File: src/rtl/drawing_pkg.sv
// Shared constants for the drawing command dispatcher: FSM encoding and parameter legality limits.
package drawing_pkg;

    localparam logic [2:0] ST_IDLE  = 3'd0;
    localparam logic [2:0] ST_ISSUE = 3'd1;
    localparam logic [2:0] ST_ACKUP = 3'd2;
    localparam logic [2:0] ST_RTZ   = 3'd3;
    localparam logic [2:0] ST_ERR   = 3'd4;

    localparam int NCH_MIN = 2;
    localparam int NCH_MAX = 16;

    // True when the channel count is in range and the command field can address every channel.
    function automatic logic params_ok(input int nch, input int cmd_w);
        return (nch >= NCH_MIN) && (nch <= NCH_MAX) && ((1 << cmd_w) >= nch);
    endfunction

endpackage

File: src/rtl/drawing_dispatch_wdog.sv
// ISSUE-phase watchdog for drawing_dispatch; only instantiated when DRAWING_DISPATCH_TIMEOUT_EN is defined.
module drawing_dispatch_wdog #(
    parameter int TIMEOUT = 255
) (
    input  logic clk,
    input  logic rst_n,
    input  logic clear,
    input  logic run,
    output logic expired
);

    localparam int CW = (TIMEOUT > 1) ? $clog2(TIMEOUT) : 1;

    logic [CW-1:0] cnt_r;

    // Expiry fires on the TIMEOUT-th ISSUE cycle so the request is held for exactly TIMEOUT cycles.
    assign expired = run && (cnt_r == CW'(TIMEOUT - 1));

    // Cycle counter: cleared while idle, advances while the request is outstanding.
    always_ff @(posedge clk or negedge rst_n) begin
        if (!rst_n) begin
            cnt_r <= {CW{1'b0}};
        end else if (clear) begin
            cnt_r <= {CW{1'b0}};
        end else if (run && !expired) begin
            cnt_r <= cnt_r + CW'(1);
        end else begin
            cnt_r <= cnt_r;
        end
    end

endmodule

File: src/rtl/drawing_dispatch.sv
// Four-phase upstream-to-one-of-NCH channel dispatcher with registered outputs.
// Optional ISSUE watchdog enabled by defining DRAWING_DISPATCH_TIMEOUT_EN.
module drawing_dispatch
    import drawing_pkg::*;
#(
    parameter int NCH     = 8,
    parameter int CMD_W   = 4,
    parameter int DW      = 32,
    parameter int TIMEOUT = 255
) (
    input  logic             clk,
    input  logic             rst_n,
    input  logic             de_req,
    input  logic [CMD_W-1:0] de_cmd,
    input  logic [DW-1:0]    de_data,
    output logic             de_ack,
    output logic             de_err,
    output logic [NCH-1:0]   ch_req,
    output logic [DW-1:0]    ch_data,
    input  logic [NCH-1:0]   ch_ack,
    output logic             busy
);

    if (!params_ok(NCH, CMD_W) || (TIMEOUT < 1)) begin : g_param_check
        $error("drawing_dispatch: illegal NCH/CMD_W/TIMEOUT combination");
    end

    localparam logic [NCH-1:0] ONE = {{(NCH-1){1'b0}}, 1'b1};

    logic [2:0]       state_r;
    logic [CMD_W-1:0] cmd_q;
    logic [NCH-1:0]   sel_s;
    logic             ack_sel_s;
    logic             cmd_ok_s;
    logic             timeout_s;

    // Only the acknowledge of the latched channel is ever looked at.
    assign sel_s     = ONE << cmd_q;
    assign ack_sel_s = |(ch_ack & sel_s);
    assign cmd_ok_s  = {1'b0, de_cmd} < (CMD_W + 1)'(NCH);

`ifdef DRAWING_DISPATCH_TIMEOUT_EN
    drawing_dispatch_wdog #(
        .TIMEOUT (TIMEOUT)
    ) u_wdog (
        .clk     (clk),
        .rst_n   (rst_n),
        .clear   (state_r == ST_IDLE),
        .run     (state_r == ST_ISSUE),
        .expired (timeout_s)
    );
`else
    assign timeout_s = 1'b0;
`endif

    // Handshake FSM; all outputs are registered here alongside the state.
    always_ff @(posedge clk or negedge rst_n) begin
        if (!rst_n) begin
            state_r <= ST_IDLE;
            cmd_q   <= {CMD_W{1'b0}};
            ch_data <= {DW{1'b0}};
            ch_req  <= {NCH{1'b0}};
            de_ack  <= 1'b0;
            de_err  <= 1'b0;
            busy    <= 1'b0;
        end else begin
            case (state_r)
                ST_IDLE: begin
                    if (de_req) begin
                        cmd_q   <= de_cmd;
                        ch_data <= de_data;
                        busy    <= 1'b1;
                        if (cmd_ok_s) begin
                            state_r <= ST_ISSUE;
                            ch_req  <= ONE << de_cmd;
                        end else begin
                            state_r <= ST_ERR;
                            de_ack  <= 1'b1;
                            de_err  <= 1'b1;
                        end
                    end
                end
                ST_ISSUE: begin
                    // A level already high on entry counts as the acknowledge.
                    if (ack_sel_s) begin
                        state_r <= ST_ACKUP;
                        de_ack  <= 1'b1;
                        de_err  <= 1'b0;
                    end else if (timeout_s) begin
                        state_r <= ST_ERR;
                        ch_req  <= {NCH{1'b0}};
                        de_ack  <= 1'b1;
                        de_err  <= 1'b1;
                    end
                end
                ST_ACKUP: begin
                    if (!de_req) begin
                        state_r <= ST_RTZ;
                        ch_req  <= {NCH{1'b0}};
                    end
                end
                ST_RTZ: begin
                    if (!ack_sel_s) begin
                        state_r <= ST_IDLE;
                        de_ack  <= 1'b0;
                        busy    <= 1'b0;
                    end
                end
                ST_ERR: begin
                    if (!de_req) begin
                        state_r <= ST_IDLE;
                        de_ack  <= 1'b0;
                        de_err  <= 1'b0;
                        busy    <= 1'b0;
                    end
                end
                default: begin
                    state_r <= ST_IDLE;
                    ch_req  <= {NCH{1'b0}};
                    de_ack  <= 1'b0;
                    de_err  <= 1'b0;
                    busy    <= 1'b0;
                end
            endcase
        end
    end

endmodule

File: config.mk
export PLATFORM = sky130hd
export DESIGN_NAME = drawing_dispatch
export DESIGN_NICKNAME = d
export VERILOG_FILES = /design/src/rtl/drawing_pkg.sv /design/src/rtl/drawing_dispatch_wdog.sv /design/src/rtl/drawing_dispatch.sv
export SDC_FILE = /design/constraint.sdc
export NUM_CORES = 1
export LEC_CHECK = 0
export CAP_MARGIN = 20
export CORE_MARGIN = 5
export CORE_UTILIZATION = 35
export CTS_CLUSTER_SIZE = 20
export DETAILED_ROUTE_END_ITERATION = 6
export PLACE_DENSITY = 0.65
export SYNTH_ARGS = -nofsm -noshare
export SYNTH_HDL_FRONTEND = slang
export SYNTH_HIERARCHICAL = 1
export SYNTH_SLANG_ARGS = --single-unit
File: constraint.sdc
create_clock -name clk -period 4.45 [get_ports clk]
set_clock_uncertainty 0.15 [all_clocks]
set_input_delay 1.335 -clock clk [delete_from_list [all_inputs] [get_ports clk]]
set_output_delay 1.335 -clock clk [all_outputs]
set_load 0.02 [all_outputs]
Word-level counts from Yosys, hierarchy flattened
Index checks and enable logic that the tools add are counted.
{ "classes": {"n_lt_le_gt_ge": 1, "eq_ne": 11, "n_shift": 2, "mux": 21, "bitwise": 5, "reduce_logical": 11} }
{ "op_table": {"columns": ["operator", "count"], "rows": [
  ["$mux W8", 3],
  ["$pmux W8 S3", 1],
  ["$mux W3", 6],
  ["$shl A1 B4 Y8 const A", 2],
  ["$pmux W3 S5", 1],
  ["$ne A2 B2 Y1 const B", 7],
  ["$reduce_and A5 Y1", 2],
  ["$and A8 B8 Y8", 1],
  ["$pmux W1 S4", 2],
  ["$reduce_and A4 Y1", 2],
  ["$reduce_or A8 Y1", 1],
  ["$mux W1", 7],
  ["$eq A3 B2 Y1 const B", 2],
  ["$reduce_and A6 Y1", 1],
  ["$pmux W1 S5", 1],
  ["$lt A4 B4 Y1 const B", 1],
  ["$not A1 Y1", 4],
  ["$reduce_or A2 Y1", 2],
  ["$eq A3 B1 Y1 const B", 1],
  ["$eq A3 B3 Y1 const B", 1],
  ["$logic_not A3 Y1", 1],
  ["$reduce_or A3 Y1", 1],
  ["$reduce_and A2 Y1", 1]
]} }
{ "word_totals": {"reg_bits": 50, "in_bits": 47, "out_inout_bits": 43, "wordCells": 58} }

Longest topological paths before layout
{ "logic_depth": {"word_depth": 5, "mapped_depth": 6, "ltp_nobuf": 4} }

Worst setup path after synthesis
Ideal clock, no wire load.
{ "synth_timing": {"path_kind": "input-to-reg", "start": "input port de_cmd[3]", "end": "register ch_req[0]", "setup_time_ps": 125, "t_arrival_ps": 2268, "t_required_ps": 4175, "path_slack_ps": 1907, "stages": 4, "n_path_buf": 0, "cell_sequence": "nor2_1 -> a21oi_1 -> o22ai_2 -> mux2_2"} }
{ "synth_between": {"elab_chain_cells": 4, "word_cells_on_any_way": 7, "classes_between": "order compare: 1; eq/ne: 1; shift: 1; mux: 3; reduce/logical: 1"} }
{ "synth_rtl": {"columns": ["item", "line_no", "rtl"], "rows": [
  ["from (decl)", "drawing_dispatch.sv:14", "input logic [CMD_W-1:0] de_cmd,"],
  ["parallel branches: the longest is 4 deep, another holds $lt A4 B4 Y1", null, null],
  ["to (signal assigned)", "drawing_dispatch.sv:62", "ch_req <= {NCH{1'b0}};"],
  ["to (signal assigned)", "drawing_dispatch.sv:75", "ch_req <= ONE << de_cmd;"],
  ["to (signal assigned)", "drawing_dispatch.sv:91", "ch_req <= {NCH{1'b0}};"],
  ["to (decl)", "drawing_dispatch.sv:18", "output logic [NCH-1:0] ch_req,"]
]} }
Several ways; the timed one is not identified. The select of a mux whose other input is x is not followed.
A chain may end at the register's enable or synchronous reset.

Worst setup path in the final report
{ "layout_timing": {"start": "input port de_req", "end": "register ch_data[29]"} }
{ "layout_between": {"elab_chain_cells": 1} }
{ "layout_rtl": {"columns": ["item", "line_no", "rtl"], "rows": [
  ["from (decl)", "drawing_dispatch.sv:13", "input logic de_req,"],
  ["$reduce_and A2 Y1 (no line)", null, null],
  ["to (signal assigned)", "drawing_dispatch.sv:61", "ch_data <= {DW{1'b0}};"],
  ["to (signal assigned)", "drawing_dispatch.sv:71", "ch_data <= de_data;"],
  ["to (decl)", "drawing_dispatch.sv:19", "output logic [DW-1:0] ch_data,"]
]} }
Every way passes these cells.

==> summary.md <==
| Metric | Value |
|---|---|
| Drt drc | 0 |
| LEAKAGE | ~1.3 nW |
| Post-synth EDFFs | 0 |
| Hold_buf cts | 0 |
| Final period utilization | 69.2% |
| Final hold viol count | 0 |
| Area growth from synthesis to layout | 46.5% |
| Postcts setup bufs | 0 |
| Top cells by area, synth | dfrtp_1 (56%), mux2_2 (20%), mux2i_1 (1.8%) |
| Die X | about 90 um |
| Post-layout nets | between 300 and 400 |
| R2R setup slack | between 2 and 3 ns |
| Hold Crit Depth | 1 |
| Reg clk slew, reported paths | approximately 0.080 ns |
| Status | completed |
| Gr ovfl total | 0 |
| HP Class | register to register |
| Worst-margin pin slew | roughly 0.73 ns |
| Async set-reset flop share out of synthesis | between 90% and 100% |
| Critical path class | primary input to register |
| Maximum fanout along the worst path | 38 |
| All-Layer GR Usage | 12.1% |
| Post-layout minimum cycle time | a little over 3 ns |
| Worst Hold End | ch_data[15]$_DFFE_PN0P_ |
| Post-DP Area | about 3200 sq um |
| CP max-delay cell | clkdlybuf4s50_1 |
| Register area | roughly 1300 sq um |
| First-pass GRT wire length | slightly above 8000 um |
| CTS tree | done |
| Final setup TNS | 0 ns |
| Initial Utilization | between 30% and 40% |
| Layout fillers | about 570 |
| Fin area | around 3300 sq um |
| RSZ-0062 raised after global routing | false |
| Layout cells sized above 1 | roughly a fifth |
| Reg-to-reg endpoint | ch_data[29]$_DFFE_PN0P_ |
| Final number of setup-violating endpoints | 0 |
| Sequential fraction of the synthesis area | a little under three fifths |
| CTS H-tree lvls | 2 |
| Peak Freq | 325 MHz |
| Routed WL | about 5000 um |
| Synth Register Bits | 50 |
| IO Port Bufs | 89 |
| Startpoint type of the worst setup path | primary input |
| Synthesized Nets | between 200 and 250 |
| Via density | slightly below 5 |
| Post-synthesis cell count | ~170 |
| Via count | 1628 |
| Chip height | around 90 um |
| Crit-path cells | clkdlybuf4s50_1 -> nor2b_4 -> and3_4 -> mux2_2 |
| Power, Total | ~2.2 mW |
| Clock sinks | 50 |
| # rows | 29 |
| Initial drt markers | 59 |
| PwrDens | 669 nW/um^2 |
| CTS Buf Count | 5 |
| Top cell type's share of synthesized area | 56.1% |
| Vias in the first global route | ~1700 |
| Final ANT Viol Nets | 0 |
| Clk_lat worst skew | around 0.29 ns |
| Worst Setup End Kind | register |
| Initial antenna violation count | 0 |
| Area of the core | roughly 6300 sq um |
| Pin count of the biggest net entering global routing | 39 |
| Reg2Reg Launch Point | state_r[0]$_DFFE_PN0P_ |
| Main synth FF type | dfrtp_1 |
| DR WL/cell | about 15 um |
| Finished Core Util | between 50% and 60% |
| Hold_sp | ch_data[15]$_DFFE_PN0P_ |
| Clk root buf | clkbuf_8 |
| Placed wire-length estimate | between 3000 and 4000 um |
| Post-CTS sizing | 0 |
| Max Slew Vio Count | 0 |
| Worst VDD drop | between 300 and 400 uV |
| GPL Wtd Cong | around 0.74 |
| Synthesized area per cell | about 13 sq um |
| Distinct cell type count after synthesis | 37 |
| R2R depth | 3 |
| CTS max path bufs | 2 |
| Max_cap viols | 0 |
| CP peak stage delay | a little over 0.6 ns |
| Top post-synthesis cells by count | dfrtp_1 (50), mux2_2 (40), nand2_1 (9) |
| Die area | 8060 sq um |
| Synth Cell Area | 2230 sq um |
| Worst path required time | between 4 and 5 ns |
| Slew margin rel. | about half |
| Yosys warning total | 6 |
| Drt first pass iters | 4 |
| Antenna cell count | 0 |
| Io pins | 90 |
| Multi-input logic area | ~900 sq um |
| Crit path DAT | approximately 3.1 ns |
| Synth area leader | dfrtp_1 |
| Most frequent cell after synthesis | dfrtp_1 |
[cell usage in the layout (no fill, tap or decap), types with 2 or more instances in the layout]
master,n
o32ai_2,2
a21oi_1,6
clkbuf_8,5
nand3_1,3
nand2_1,9
o21ai_0,5
inv_1,5
mux2_1,2
nor3b_1,4
nor2b_1,2
clkdlybuf4s50_1,88
mux2i_1,4
nor2_1,7
mux2_2,40
dfrtp_1,50
and3b_1,2
nor3_1,2
clkbuf_1,2
[registers in the layout, indices dropped and copies added, names as in the netlist]
register	count
ch_req	8
cmd_q	4
state_r	3
de_ack	1
ch_data	32
de_err	1
busy	1
[worst max-delay path by stage]
| stage | start | endpoint | slack, ns |
|---|---|---|---|
| floorplan | de_cmd[3] | ch_req[0]$_DFFE_PN0P_ | 1.91 |
| global placement | de_req | ch_data[16]$_DFFE_PN0P_ | 1.07 |
| detailed placement | de_req | ch_data[4]$_DFFE_PN0P_ | 1.03 |
| CTS | de_req | ch_data[29]$_DFFE_PN0P_ | 1.33 |
| global route | de_req | ch_data[29]$_DFFE_PN0P_ | 1.27 |
| finish | de_req | ch_data[29]$_DFFE_PN0P_ | 1.37 |
[final cells by class]
class / count / area share (%)
sequential: 50 / 38.3
multi-input combinational: 106 / 27.5
timing repair buffer: 90 / 27.4
tap: 77 / 2.95
clock buffer: 7 / 2.34
clock inverter: 1 / 0.920
inverter: 5 / 0.575
[routing by layer]
layer	track usage, %	share of wire, %	vias up
met3	4.34	6.7	5
met1	15.0	45	796
met2	19.8	48	48
met5	0	0	-
met4	3.40	0.74	0
li1	-	-	779
[report_power, final]
part           internal (mW)  switching [mW]
combinational          0.584           0.494
sequential             0.654           0.143
clock                  0.168           0.143
total                   1.41           0.779
[stage by stage]
step                hold slack [ns]  setup WS, ns  cells
global placement              0.327          1.07    328
floorplan                     0.332          1.91    167
global route                  0.368          1.27    336
detailed placement            0.340          1.03    328
CTS                           0.364          1.33    336
finish                        0.359          1.37    336
[logic make-up (layout without fill, tap and decap cells)]
group / Yosys count / count (layout) / synth area share, %
multiplexers: 46 / 46 / 23.0
AO/OA/AOI/OAI: 22 / 22 / 7.30
adder cells (fa/ha/maj): 1 / 1 / 0.449
buffers and inverters: 11 / 103 / 3.48
flip-flops: 50 / 50 / 56.1
AND/OR/NAND/NOR: 37 / 37 / 9.60
[critical path, delay by kind of cell]
family | cells | cell delay [ns]
multiplexers | 1 | 0.40
AND/OR/NAND/NOR | 2 | 0.75
buffers and inverters | 1 | 0.62
No activity file was read; power rests on OpenSTA's default activity.
